--- src/rtl/clk_rec_pkg.sv ---
// clk_rec_pkg: shared types and constants for the bit-clock-recovery
// acquisition/lock controller (state encoding, default widths).
package clk_rec_pkg;

    localparam int CLK_REC_W = 16;

    typedef enum logic [1:0] {
        IDLE     = 2'd0,
        ACQUIRE  = 2'd1,
        TRACK    = 2'd2,
        HOLDOVER = 2'd3
    } clk_rec_state_t;

    function automatic int max_int(input int a, input int b);
        return (a > b) ? a : b;
    endfunction

endpackage

--- src/rtl/clk_rec_watchdog.sv ---
// clk_rec_watchdog: saturating edge-free cycle counter with clear,
// exposing timeout and holdover threshold hits.
module clk_rec_watchdog
    import clk_rec_pkg::*;
#(
    parameter int TIMEOUT = 65535,
    parameter int HOLD    = 262143
) (
    input  logic clk_i,
    input  logic rst_ni,
    input  logic clr_i,
    output logic timeout_hit_o,
    output logic hold_hit_o
);

    localparam int MAXC = max_int(TIMEOUT, HOLD);
    localparam int CW   = $clog2(MAXC + 1);

    logic [CW-1:0] cnt_q, cnt_d;

    // Count idle cycles, holding at the larger threshold.
    always_comb begin
        cnt_d = cnt_q;
        if (clr_i) begin
            cnt_d = '0;
        end else if (cnt_q != CW'(MAXC)) begin
            cnt_d = cnt_q + CW'(1);
        end
    end

    // Counter register.
    always_ff @(posedge clk_i or negedge rst_ni) begin
        if (!rst_ni) begin
            cnt_q <= '0;
        end else begin
            cnt_q <= cnt_d;
        end
    end

    assign timeout_hit_o = (cnt_q >= CW'(TIMEOUT));
    assign hold_hit_o    = (cnt_q >= CW'(HOLD));

endmodule

--- src/rtl/clk_rec_ctrl.sv ---
// clk_rec_ctrl: acquisition/lock FSM driving the recovered-clock divider.
// Optional glitch filter: define CLK_REC_CTRL_GLITCH_EN.
module clk_rec_ctrl
    import clk_rec_pkg::*;
#(
    parameter int W            = CLK_REC_W,
    parameter int ACQ_EDGES    = 64,
    parameter int LOCK_EDGES   = 4096,
    parameter int TIMEOUT      = 65535,
    parameter int HOLD         = 262143,
    parameter int MIN_INTERVAL = 2
) (
    input  logic         clk_200M,
    input  logic         rst_n,
    input  logic         en,
    input  logic         edge_stb,
    input  logic [W-1:0] interval,
    output logic [W-1:0] bit_period,
    output logic         nco_en,
    output logic         locked,
    output logic         lost_lock,
    output logic [1:0]   state
);

    localparam int ECW = $clog2(ACQ_EDGES + 1);
    localparam int SCW = $clog2(LOCK_EDGES + 1);

`ifdef CLK_REC_CTRL_GLITCH_EN
    localparam bit GLITCH_EN = 1'b1;
`else
    localparam bit GLITCH_EN = 1'b0;
`endif

    clk_rec_state_t state_q, state_d;
    logic [W-1:0]   min_q, min_d;
    logic [W-1:0]   bp_q, bp_d;
    logic [ECW-1:0] ecnt_q, ecnt_d;
    logic [SCW-1:0] scnt_q, scnt_d;
    logic           nco_q, nco_d;
    logic           lock_q, lock_d;
    logic           lost_q, lost_d;

    logic           act;
    logic           glitch;
    logic           acc;
    logic [W-1:0]   min_new;
    logic [ECW-1:0] ecnt_inc;
    logic [SCW-1:0] scnt_inc;
    logic [W-1:0]   bp_rel;
    logic           wd_clr;
    logic           to_hit;
    logic           hold_hit;

    // Any non-zero interval is signal activity; short ones may be filtered.
    assign act      = edge_stb && (interval != '0);
    assign glitch   = GLITCH_EN && (interval < W'(MIN_INTERVAL));
    assign acc      = act && !glitch;
    assign min_new  = (interval < min_q) ? interval : min_q;
    assign ecnt_inc = ecnt_q + ECW'(1);
    assign scnt_inc = scnt_q + SCW'(1);
    assign bp_rel   = (bp_q == '1) ? bp_q : bp_q + W'(1);

    // Watchdog restarts on activity, on any state change and while idle.
    assign wd_clr = act || (state_d != state_q) || (state_q == IDLE);

    clk_rec_watchdog #(
        .TIMEOUT(TIMEOUT),
        .HOLD   (HOLD)
    ) u_wd (
        .clk_i        (clk_200M),
        .rst_ni       (rst_n),
        .clr_i        (wd_clr),
        .timeout_hit_o(to_hit),
        .hold_hit_o   (hold_hit)
    );

    // Next-state, period tracking and lock decisions.
    always_comb begin
        state_d = state_q;
        min_d   = min_q;
        bp_d    = bp_q;
        ecnt_d  = ecnt_q;
        scnt_d  = scnt_q;
        nco_d   = nco_q;
        lock_d  = lock_q;
        lost_d  = 1'b0;
        if (!en) begin
            state_d = IDLE;
            min_d   = '1;
            bp_d    = '1;
            ecnt_d  = '0;
            scnt_d  = '0;
            nco_d   = 1'b0;
            lock_d  = 1'b0;
        end else begin
            case (state_q)
                IDLE: begin
                    state_d = ACQUIRE;
                    min_d   = '1;
                    ecnt_d  = '0;
                end
                ACQUIRE: begin
                    if (acc) begin
                        min_d  = min_new;
                        ecnt_d = ecnt_inc;
                        if (ecnt_inc == ECW'(ACQ_EDGES)) begin
                            bp_d    = min_new;
                            nco_d   = 1'b1;
                            scnt_d  = '0;
                            state_d = TRACK;
                        end
                    end
                end
                TRACK: begin
                    if (acc) begin
                        if (interval < bp_q) begin
                            bp_d   = interval;
                            scnt_d = '0;
                            lock_d = 1'b0;
                        end else if (scnt_inc == SCW'(LOCK_EDGES)) begin
                            bp_d   = bp_rel;
                            scnt_d = '0;
                            lock_d = 1'b1;
                        end else begin
                            scnt_d = scnt_inc;
                        end
                    end else if (!act && to_hit) begin
                        state_d = HOLDOVER;
                        lost_d  = 1'b1;
                        lock_d  = 1'b0;
                    end
                end
                HOLDOVER: begin
                    if (acc) begin
                        state_d = TRACK;
                        scnt_d  = '0;
                    end else if (!act && hold_hit) begin
                        state_d = ACQUIRE;
                        nco_d   = 1'b0;
                        min_d   = '1;
                        ecnt_d  = '0;
                    end
                end
                default: state_d = IDLE;
            endcase
        end
    end

    // State and output registers.
    always_ff @(posedge clk_200M or negedge rst_n) begin
        if (!rst_n) begin
            state_q <= IDLE;
            min_q   <= '1;
            bp_q    <= '1;
            ecnt_q  <= '0;
            scnt_q  <= '0;
            nco_q   <= 1'b0;
            lock_q  <= 1'b0;
            lost_q  <= 1'b0;
        end else begin
            state_q <= state_d;
            min_q   <= min_d;
            bp_q    <= bp_d;
            ecnt_q  <= ecnt_d;
            scnt_q  <= scnt_d;
            nco_q   <= nco_d;
            lock_q  <= lock_d;
            lost_q  <= lost_d;
        end
    end

    assign bit_period = bp_q;
    assign nco_en     = nco_q;
    assign locked     = lock_q;
    assign lost_lock  = lost_q;
    assign state      = state_q;

endmodule

--- config.mk ---
export PLATFORM = sky130hd
export DESIGN_NAME = clk_rec_ctrl
export DESIGN_NICKNAME = d
export VERILOG_FILES = /design/src/rtl/clk_rec_pkg.sv /design/src/rtl/clk_rec_watchdog.sv /design/src/rtl/clk_rec_ctrl.sv
export SDC_FILE = /design/constraint.sdc
export NUM_CORES = 1
export LEC_CHECK = 0
export BUFFER_PORTS_ARGS = -buffer_cell sky130_fd_sc_hd__buf_2
export CORE_UTILIZATION = 55
export DETAILED_ROUTE_END_ITERATION = 12
export GPL_TIMING_DRIVEN = 0
export PLACE_DENSITY = 0.7
export SETUP_SLACK_MARGIN = 0.5
export SLEW_MARGIN = 20
export SYNTH_ARGS = -nofsm -noshare
export SYNTH_HDL_FRONTEND = slang
export SYNTH_HIERARCHICAL = 1
export SYNTH_SLANG_ARGS = --single-unit
--- constraint.sdc ---
create_clock -name clk_200M -period 5.7 [get_ports clk_200M]
set_clock_uncertainty 0.2 [all_clocks]
set_input_delay 1.14 -clock clk_200M [delete_from_list [all_inputs] [get_ports clk_200M]]
set_output_delay 1.14 -clock clk_200M [all_outputs]
set_load 0.02 [all_outputs]
==> metrics.log, run 1 <==
INFO  metric timing_worst_slew_pin_value = ~0.77 ns
INFO  metric routabilityCongestion = 0.898
INFO  metric maxcap_viol_count = 0
INFO  metric fin_hold_ws = just over 0.3 ns
INFO  metric floorplan.die.height = 102 um
INFO  metric yosys-top-cells-area = sky130_fd_sc_hd__dfrtp_1, sky130_fd_sc_hd__dfstp_2, sky130_fd_sc_hd__mux2i_1
INFO  metric crit_type = input pin to register
INFO  metric core_area = around 0.01 sq mm
INFO  metric syn_area_per_cell = about 9.3 sq um
INFO  metric synth.ff_latch_count = between 70 and 80
INFO  metric synthArstFlopShare = between 90% and 100%
INFO  metric warnings_synthesis = 6
INFO  metric synth-edff-count = 0
INFO  metric cts-root-buf = sky130_fd_sc_hd__clkbuf_8
INFO  metric power.leakage = between 2 and 3 nW
INFO  metric max_root_sink_buffers = 2
INFO  metric pre_cts_ws = 1.33 ns
INFO  metric internal_reg_to_reg_setup_slack = roughly 2.1 ns
INFO  metric synthDistinctLibCells = between 70 and 80
INFO  metric holdPathStages = 2
INFO  metric setup-violations-final = 0
INFO  metric ctsHtreeMaxLevel = 3
INFO  metric post_cts.repair.setup_buffers = 0
INFO  metric placementRows = 36
INFO  metric global_route_wire_length_before_repair = about 22000 um
INFO  metric synth_sequential_area_ratio = a little over a third
INFO  metric cts_tree = done
INFO  metric finish.net_count = about 700
INFO  metric grt-ovfl-total = 0
INFO  metric rsz0062_at_grt = false
INFO  metric timing_max_transition_violations_final = 0
INFO  metric post-layout-total-power = about 1.3 mW
INFO  metric synthesis.nets = between 600 and 700
INFO  metric synth_top_cell_area_share = between 15 and 20%
INFO  metric first_global_vias = around 4600
INFO  metric startpoint_class = input pin
INFO  metric critical_path_required = about 5.7 ns
INFO  metric clock_insertion_delay_worst_skew = about 0.36 ns
INFO  metric timing.final.hold_violations = 0
INFO  metric worst_slew_margin_rel = between 40% and 50%
INFO  metric ir_worst_vdd = approximately 0.11 mV
INFO  metric status = complete, no violations
INFO  metric final_worst_slack = roughly 1.7 ns
INFO  metric reg2regPathDepth = 12
INFO  metric post_synth_inst_count = 592
INFO  metric post-dp-hpwl = roughly 10000 um
INFO  metric cts_made_buffers = 9
INFO  metric achievable-frequency = roughly 250 MHz
INFO  metric timing.critical_path.fanout_max = 10
INFO  metric worst_setup_path_end_kind = register
INFO  metric final.period_utilization = 70.0%
INFO  metric drc = 0
INFO  metric dpl-instance-area = roughly 0.0059 sq mm
INFO  metric finalCriticalPeriod = 3.99 ns
INFO  metric buffer_ports.inserted = 39
INFO  metric post_cts_resize_count = 0
INFO  metric die_width = approximately 100 um
INFO  metric avgViaCountPerCell = between 6 and 7
INFO  metric final_antenna_net_count = 0
INFO  metric io_pins = 41
INFO  metric hold_start = min_q[5]
INFO  metric clock_sink_count = between 70 and 80
INFO  metric worst_hold_path_type = register to register
INFO  metric clk_transition_reported_paths = ~0.08 ns
INFO  metric groute.usage.overall = between 20 and 30%
INFO  metric stdcell_area = between 0.006 and 0.007 sq mm
INFO  metric drt_wl_total = roughly 14000 um
INFO  metric detailroute.via_count = around 4700
INFO  metric setup_total_negative_slack = 0 ns
INFO  metric placed_cells = around 770
INFO  metric timing.critical_path.arrival = about 4.0 ns
INFO  metric powerDensity = ~210 mW/mm^2
INFO  metric drive_gt1_share = between 10% and 20%
INFO  metric post_synthesis_cell_area = around 0.0055 sq mm
INFO  metric initial_utilization = a little under three fifths
INFO  metric start_of_the_worst_register_to_register_path = u_wd/cnt_q[0]
INFO  metric drt-initial-drc-count = between 200 and 250
INFO  metric worst_r2r_endpoint = u_wd/cnt_q[12]
INFO  metric final_cell_count_no_fill = around 780
INFO  metric worst_hold_path.endpoint = min_q[5]
INFO  metric cts_hold_repair.buffers = 0
INFO  metric full_die_area = 0.0104 sq mm
INFO  metric antenna_cells = 0
INFO  metric synthToLayoutAreaGrowth = 10.1%
INFO  metric grt_start_max_net_pins = 47
INFO  metric antenna_violations_before_repair = 0
INFO  metric synth_top_cell_by_area = sky130_fd_sc_hd__dfrtp_1
INFO  metric routed_len_inst = ~17 um
INFO  metric synthFlopType = sky130_fd_sc_hd__dfrtp_1
INFO  metric firstDrtPassIters = 5
INFO  metric final_util = roughly 62%
==> layout make-up <==
type	instances	area, sq um
clock buffer	13	149
inverter	42	158
sequential	75	1920
timing repair buffer	40	225
clock inverter	3	15.0
tap	133	166
multi-input combinational	450	3280
fill	847	3680
buffer	25	141
==> metal layers <==
layer / part of all wire [%] / global-route usage [%] / vias up
met3: 3.1 / 2.67 / 32
met1: 45 / 35.3 / 2285
li1: - / - / 2318
met5: 0 / 0 / -
met2: 48 / 48.2 / 113
met4: 3.5 / 14.1 / 0
==> cell families after synthesis <==
family	synth area share, %
buffers and inverters	5.44
XOR/XNOR	2.55
multiplexers	8.85
AO/OA/AOI/OAI	19.9
AND/OR/NAND/NOR	20.6
flip-flops	34.9
adder cells (fa/ha/maj)	7.74
==> power by group <==
| group | total (mW) | switching [mW] | leakage [nW] | internal (mW) |
|---|---|---|---|---|
| clock | 0.372 | 0.203 | 0.0872 | 0.169 |
| combinational | 0.302 | 0.183 | 1.83 | 0.119 |
| sequential | 0.593 | 0.0247 | 0.934 | 0.569 |
==> cell usage in the layout, fill, tap and decap left out, types with 8 or more instances in the layout <==
cell type                  count
sky130_fd_sc_hd__dfstp_2      32
sky130_fd_sc_hd__mux2i_1      43
sky130_fd_sc_hd__inv_1        42
sky130_fd_sc_hd__buf_2        42
sky130_fd_sc_hd__o31ai_1       8
sky130_fd_sc_hd__dfrtp_1      43
sky130_fd_sc_hd__and3_1       13
sky130_fd_sc_hd__a31oi_1      18
sky130_fd_sc_hd__o21ai_0      19
sky130_fd_sc_hd__clkbuf_1     17
sky130_fd_sc_hd__a21o_1       10
sky130_fd_sc_hd__nand4_1      11
sky130_fd_sc_hd__clkbuf_8     10
sky130_fd_sc_hd__nand2_1      50
sky130_fd_sc_hd__xnor2_1      13
sky130_fd_sc_hd__a21oi_1      32
sky130_fd_sc_hd__ha_1         34
sky130_fd_sc_hd__o22a_1        8
sky130_fd_sc_hd__nand3_1      21
sky130_fd_sc_hd__a22o_1        9
sky130_fd_sc_hd__nor2_1       33
sky130_fd_sc_hd__nor3_1       15
==> critical path, cell delays in order <==
cell	delay [ns]
sky130_fd_sc_hd__buf_2	0.15
sky130_fd_sc_hd__or4_4	0.57
sky130_fd_sc_hd__o41a_1	0.52
sky130_fd_sc_hd__o21ai_0	0.19
sky130_fd_sc_hd__and3_1	0.22
sky130_fd_sc_hd__mux2i_1	0.08
sky130_fd_sc_hd__nand2_1	0.20
sky130_fd_sc_hd__clkbuf_1	0.38
sky130_fd_sc_hd__clkbuf_1	0.43
sky130_fd_sc_hd__a211oi_1	0.11
==> cells in the mapped netlist (2+ instances only) <==
cell type / n
sky130_fd_sc_hd__nor3b_1: 2
sky130_fd_sc_hd__o21ai_0: 19
sky130_fd_sc_hd__inv_1: 42
sky130_fd_sc_hd__a211oi_1: 5
sky130_fd_sc_hd__mux2_2: 5
sky130_fd_sc_hd__ha_1: 34
sky130_fd_sc_hd__o21a_1: 5
sky130_fd_sc_hd__nand4_4: 2
sky130_fd_sc_hd__nor2b_1: 5
sky130_fd_sc_hd__xor2_1: 3
sky130_fd_sc_hd__clkbuf_1: 14
sky130_fd_sc_hd__nand2b_1: 5
sky130_fd_sc_hd__xnor2_1: 13
sky130_fd_sc_hd__or4_4: 5
sky130_fd_sc_hd__o21ai_1: 4
sky130_fd_sc_hd__nand3_1: 21
sky130_fd_sc_hd__nor3_1: 15
sky130_fd_sc_hd__a32o_1: 7
sky130_fd_sc_hd__buf_2: 4
sky130_fd_sc_hd__nand3_2: 2
sky130_fd_sc_hd__nor4_1: 7
sky130_fd_sc_hd__o211ai_1: 5
sky130_fd_sc_hd__buf_4: 3
sky130_fd_sc_hd__and4_1: 4
sky130_fd_sc_hd__mux2i_1: 43
sky130_fd_sc_hd__a22o_1: 9
sky130_fd_sc_hd__nand4_1: 11
sky130_fd_sc_hd__dfstp_2: 32
sky130_fd_sc_hd__nor4b_1: 2
sky130_fd_sc_hd__a21o_1: 10
sky130_fd_sc_hd__and3_1: 13
sky130_fd_sc_hd__or3_1: 7
sky130_fd_sc_hd__dfrtp_1: 43
sky130_fd_sc_hd__buf_6: 2
sky130_fd_sc_hd__o211ai_2: 2
sky130_fd_sc_hd__a21boi_0: 2
sky130_fd_sc_hd__o31ai_1: 8
sky130_fd_sc_hd__a31oi_1: 18
sky130_fd_sc_hd__nand2_1: 50
sky130_fd_sc_hd__a21oi_1: 32
sky130_fd_sc_hd__or4_1: 3
sky130_fd_sc_hd__nor2_1: 33
sky130_fd_sc_hd__o22a_1: 8
==> how the worst max path moves through the flow <==
| stage | to | depth (start not counted) | from |
|---|---|---|---|
| final | u_wd/cnt_q[12] | 10 | interval[7] |
| after global routing | u_wd/cnt_q[12] | 10 | interval[7] |
| after CTS | u_wd/cnt_q[12] | 10 | interval[7] |
| after detailed placement | u_wd/cnt_q[12] | 10 | interval[7] |
| after global placement | u_wd/cnt_q[10] | 10 | interval[7] |
| after floorplan | u_wd/cnt_q[0] | 9 | interval[7] |
==> sequential cells by signal, summed over array words and instances (netlist names) <==
signal,flops
u_wd/cnt_q,18
bit_period,16
min_q,16
scnt_q,13
ecnt_q,7
state,2
locked,1
lost_lock,1
nco_en,1
Note: power is estimated with default switching activity, not from simulation.
==> inputs of run 2 (changes only) <==
==> constraint.sdc (replaced) <==
create_clock -name clk_200M -period 4.1 [get_ports clk_200M]
set_clock_uncertainty 0.2 [all_clocks]
set_input_delay 0.82 -clock clk_200M [delete_from_list [all_inputs] [get_ports clk_200M]]
set_output_delay 0.82 -clock clk_200M [all_outputs]
set_load 0.02 [all_outputs]
==> metrics.log, run 2 (synthesis gave the netlist of run 1 again) <==
INFO  metric synthToLayoutAreaGrowth = 10.5%
INFO  metric groute.usage.overall = 28.0% (unchanged)
INFO  metric clock_sink_count = 75 (unchanged)
INFO  metric dpl-instance-area = 0.00589 sq mm (unchanged)
INFO  metric cts_tree = done
INFO  metric stdcell_area = 0.00608 sq mm (+0.39%)
INFO  metric floorplan.die.height = 102 um (unchanged)
INFO  metric avgViaCountPerCell = 6.07 (-0.23%)
INFO  metric start_of_the_worst_register_to_register_path = bit_period[14]
INFO  metric powerDensity = 290 mW/mm^2 (+38%)
INFO  metric timing.critical_path.arrival = 3.48 ns (-0.52 ns)
INFO  metric initial_utilization = 56.5% (unchanged)
INFO  metric timing_worst_slew_pin_value = 0.757 ns (-0.00894 ns)
INFO  metric power.leakage = 2.87 nW (+0.41%)
INFO  metric startpoint_class = input pin
INFO  metric cts_hold_repair.buffers = 0 (unchanged)
INFO  metric achievable-frequency = 292 MHz
INFO  metric core_area = 0.00973 sq mm (unchanged)
INFO  metric crit_type = input pin to register
INFO  metric first_global_vias = 4609 (unchanged)
INFO  metric cts-root-buf = sky130_fd_sc_hd__clkbuf_8
INFO  metric drive_gt1_share = 19.9% (+0.93 points)
INFO  metric layout.cells.most_common_list = sky130_fd_sc_hd__nand2_1, sky130_fd_sc_hd__mux2i_1, sky130_fd_sc_hd__dfrtp_1, sky130_fd_sc_hd__inv_1, sky130_fd_sc_hd__buf_2
INFO  metric setup-violations-final = 0 (unchanged)
INFO  metric drt-initial-drc-count = 206 (-8.0%)
INFO  metric maxcap_viol_count = 0 (unchanged)
INFO  metric antenna_cells = 0 (unchanged)
INFO  metric clk_transition_reported_paths = 0.08 ns (about the same)
INFO  metric timing_max_transition_violations_final = 0 (unchanged)
INFO  metric worst_setup_path_startpoint = interval[7]
INFO  metric post-dp-hpwl = 10300 um (unchanged)
INFO  metric placementRows = 36 (unchanged)
INFO  metric timing.critical_path.fanout_max = 10 (unchanged)
INFO  metric path_delay_family = compound AO/OA/AOI/OAI gates
INFO  metric finalCriticalPeriod = roughly 3.4 ns
INFO  metric full_die_area = 0.0104 sq mm (unchanged)
INFO  metric cp_slowest_stage_delay = 0.57 ns (about the same)
INFO  metric firstDrtPassIters = 4 (-1)
INFO  metric buffer_ports.inserted = 39 (unchanged)
INFO  metric worst_hold_path_type = input pin to asynchronous set/reset pin
INFO  metric status = complete, no violations
INFO  metric largest_register = u_wd/cnt_q
INFO  metric post-layout-total-power = 1.76 mW (+39%)
INFO  metric timing.final.hold_violations = 0 (unchanged)
INFO  metric max_root_sink_buffers = 2 (unchanged)
INFO  metric die_width = 102 um (unchanged)
INFO  metric critical_path.cell_chain = buf_2 -> or4_4 -> o41a_1 -> o21ai_0 -> and3_1 -> mux2i_1 -> nand2_2 -> buf_6 -> clkbuf_2 -> a211oi_1
INFO  metric pre_cts_ws = 0.0479 ns (-1.28 ns)
INFO  metric final_antenna_net_count = 0 (unchanged)
INFO  metric routabilityCongestion = 0.898 (unchanged)
INFO  metric antenna_violations_before_repair = 0 (unchanged)
INFO  metric drc = 0 (unchanged)
INFO  metric clock_insertion_delay_worst_skew = 0.36 ns (about the same)
INFO  metric worst_setup_path_end_kind = register
INFO  metric critical_path.n_buffers_inverters = 3 (unchanged)
INFO  metric layout.cells.most_common = sky130_fd_sc_hd__nand2_1
INFO  metric routed_len_inst = 17.4 um (about the same)
INFO  metric grt_start_max_net_pins = 47 (unchanged)
INFO  metric final_worst_slack = 0.672 ns (-1.04 ns)
INFO  metric grt-ovfl-total = 0 (unchanged)
INFO  metric detailroute.via_count = 4737 (-0.23%)
INFO  metric timing.critical_path.slowest_stage_cell = sky130_fd_sc_hd__or4_4
INFO  metric flip_flop_count_of_the_largest_register_all_copies_and_words_added = 18 (unchanged)
INFO  metric finish.net_count = 697 (unchanged)
INFO  metric drt_wl_total = 13600 um (about the same)
INFO  metric final.period_utilization = between 80% and 90%
INFO  metric io_pins = 41 (unchanged)
INFO  metric ir_worst_vdd = 0.152 mV (+36%)
INFO  metric cts_made_buffers = 9 (unchanged)
INFO  metric critical_path_required = 4.15 ns (-1.56 ns)
INFO  metric global_route_wire_length_before_repair = 22400 um (unchanged)
INFO  metric setup_total_negative_slack = 0 ns (unchanged)
INFO  metric worst_slew_margin_rel = 49.1% (+0.60 points)
INFO  metric ctsHtreeMaxLevel = 3 (unchanged)
INFO  metric rsz0062_at_grt = true
run 2: changes by cell type in the layout (fill, tap and decap cells not counted):
cell and delta:
sky130_fd_sc_hd__nor4b_1 -1, sky130_fd_sc_hd__clkbuf_2 +2, sky130_fd_sc_hd__clkbuf_1 -3, sky130_fd_sc_hd__nand2_2 +1, sky130_fd_sc_hd__a211oi_1 -1, sky130_fd_sc_hd__nor4b_2 +1, sky130_fd_sc_hd__nand2_1 -1, sky130_fd_sc_hd__a211oi_2 +1
sky130_fd_sc_hd__buf_6 +1
run 2: stage by stage:
step / hold WS [ns] / utilization [%] / cells
3_3_place_gp: 0.285 / 60.2 / 764
4_1_cts: 0.199 / 62.2 / 781
2_1_floorplan: 0.269 / - / 592
6_report: 0.208 / 62.5 / 781
5_1_grt: 0.224 / 62.5 / 781
3_5_place_dp: 0.296 / 60.5 / 765
run 2: final timing paths:
path | to | slack (ns) | cells past startpoint
setup / recovery | u_wd/cnt_q[12] | 0.67 | 10
hold / removal | scnt_q[11] | 0.21 | 1
setup reg to reg | bit_period[13] | 0.74 | 10
hold reg to reg | min_q[5] | 0.31 | 2
max in group asynchronous | min_q[2] | 2.88 | 2
min in group clk_200M | min_q[5] | 0.31 | 2
run 2: repair_timing:
item | 4_1_cts | 5_1_grt
setup buffers | 0 | 0
pin swaps | 0 | 0
setup endpoints to repair | 10 | 21
resized for setup | 2 | 9
run 2: per-layer routing:
layer / vias to the layer above / wire length (um) / GRT usage (%)
met5: - / 0 / 0
met4: 0 / 474 / 14.1
met3: 30 / 434 / 2.67
met2: 107 / 6530 / 48.2
met1: 2287 / 6120 / 35.3
li1: 2313 / - / -
run 2: worst register-to-register path: stages (launching register included):
cell                       delay (ns)
sky130_fd_sc_hd__dfstp_2         0.58
sky130_fd_sc_hd__inv_1           0.09
sky130_fd_sc_hd__ha_1            0.29
sky130_fd_sc_hd__nand2_1         0.11
sky130_fd_sc_hd__nor2_1          0.07
sky130_fd_sc_hd__a211oi_1        0.54
sky130_fd_sc_hd__nand3_1         0.55
sky130_fd_sc_hd__clkbuf_2        0.37
sky130_fd_sc_hd__mux2i_1         0.16
sky130_fd_sc_hd__a22o_1          0.19
sky130_fd_sc_hd__mux2i_1         0.13
run 2: cell type report:
type                    count  area [sq um]
well taps                 133           166
plain buffers              25           151
multi-input cells         450          3300
repair buffers             40           225
clock buffers              13           149
clock inverters             3          15.0
fillers                   848          3650
inverters                  42           158
flip-flops and latches     75          1920
run 2: power by group:
| group | total [mW] | internal [mW] | switching (mW) |
|---|---|---|---|
| Clock | 0.514 | 0.234 | 0.280 |
| Sequential | 0.825 | 0.790 | 0.0344 |
| Combinational | 0.422 | 0.166 | 0.255 |
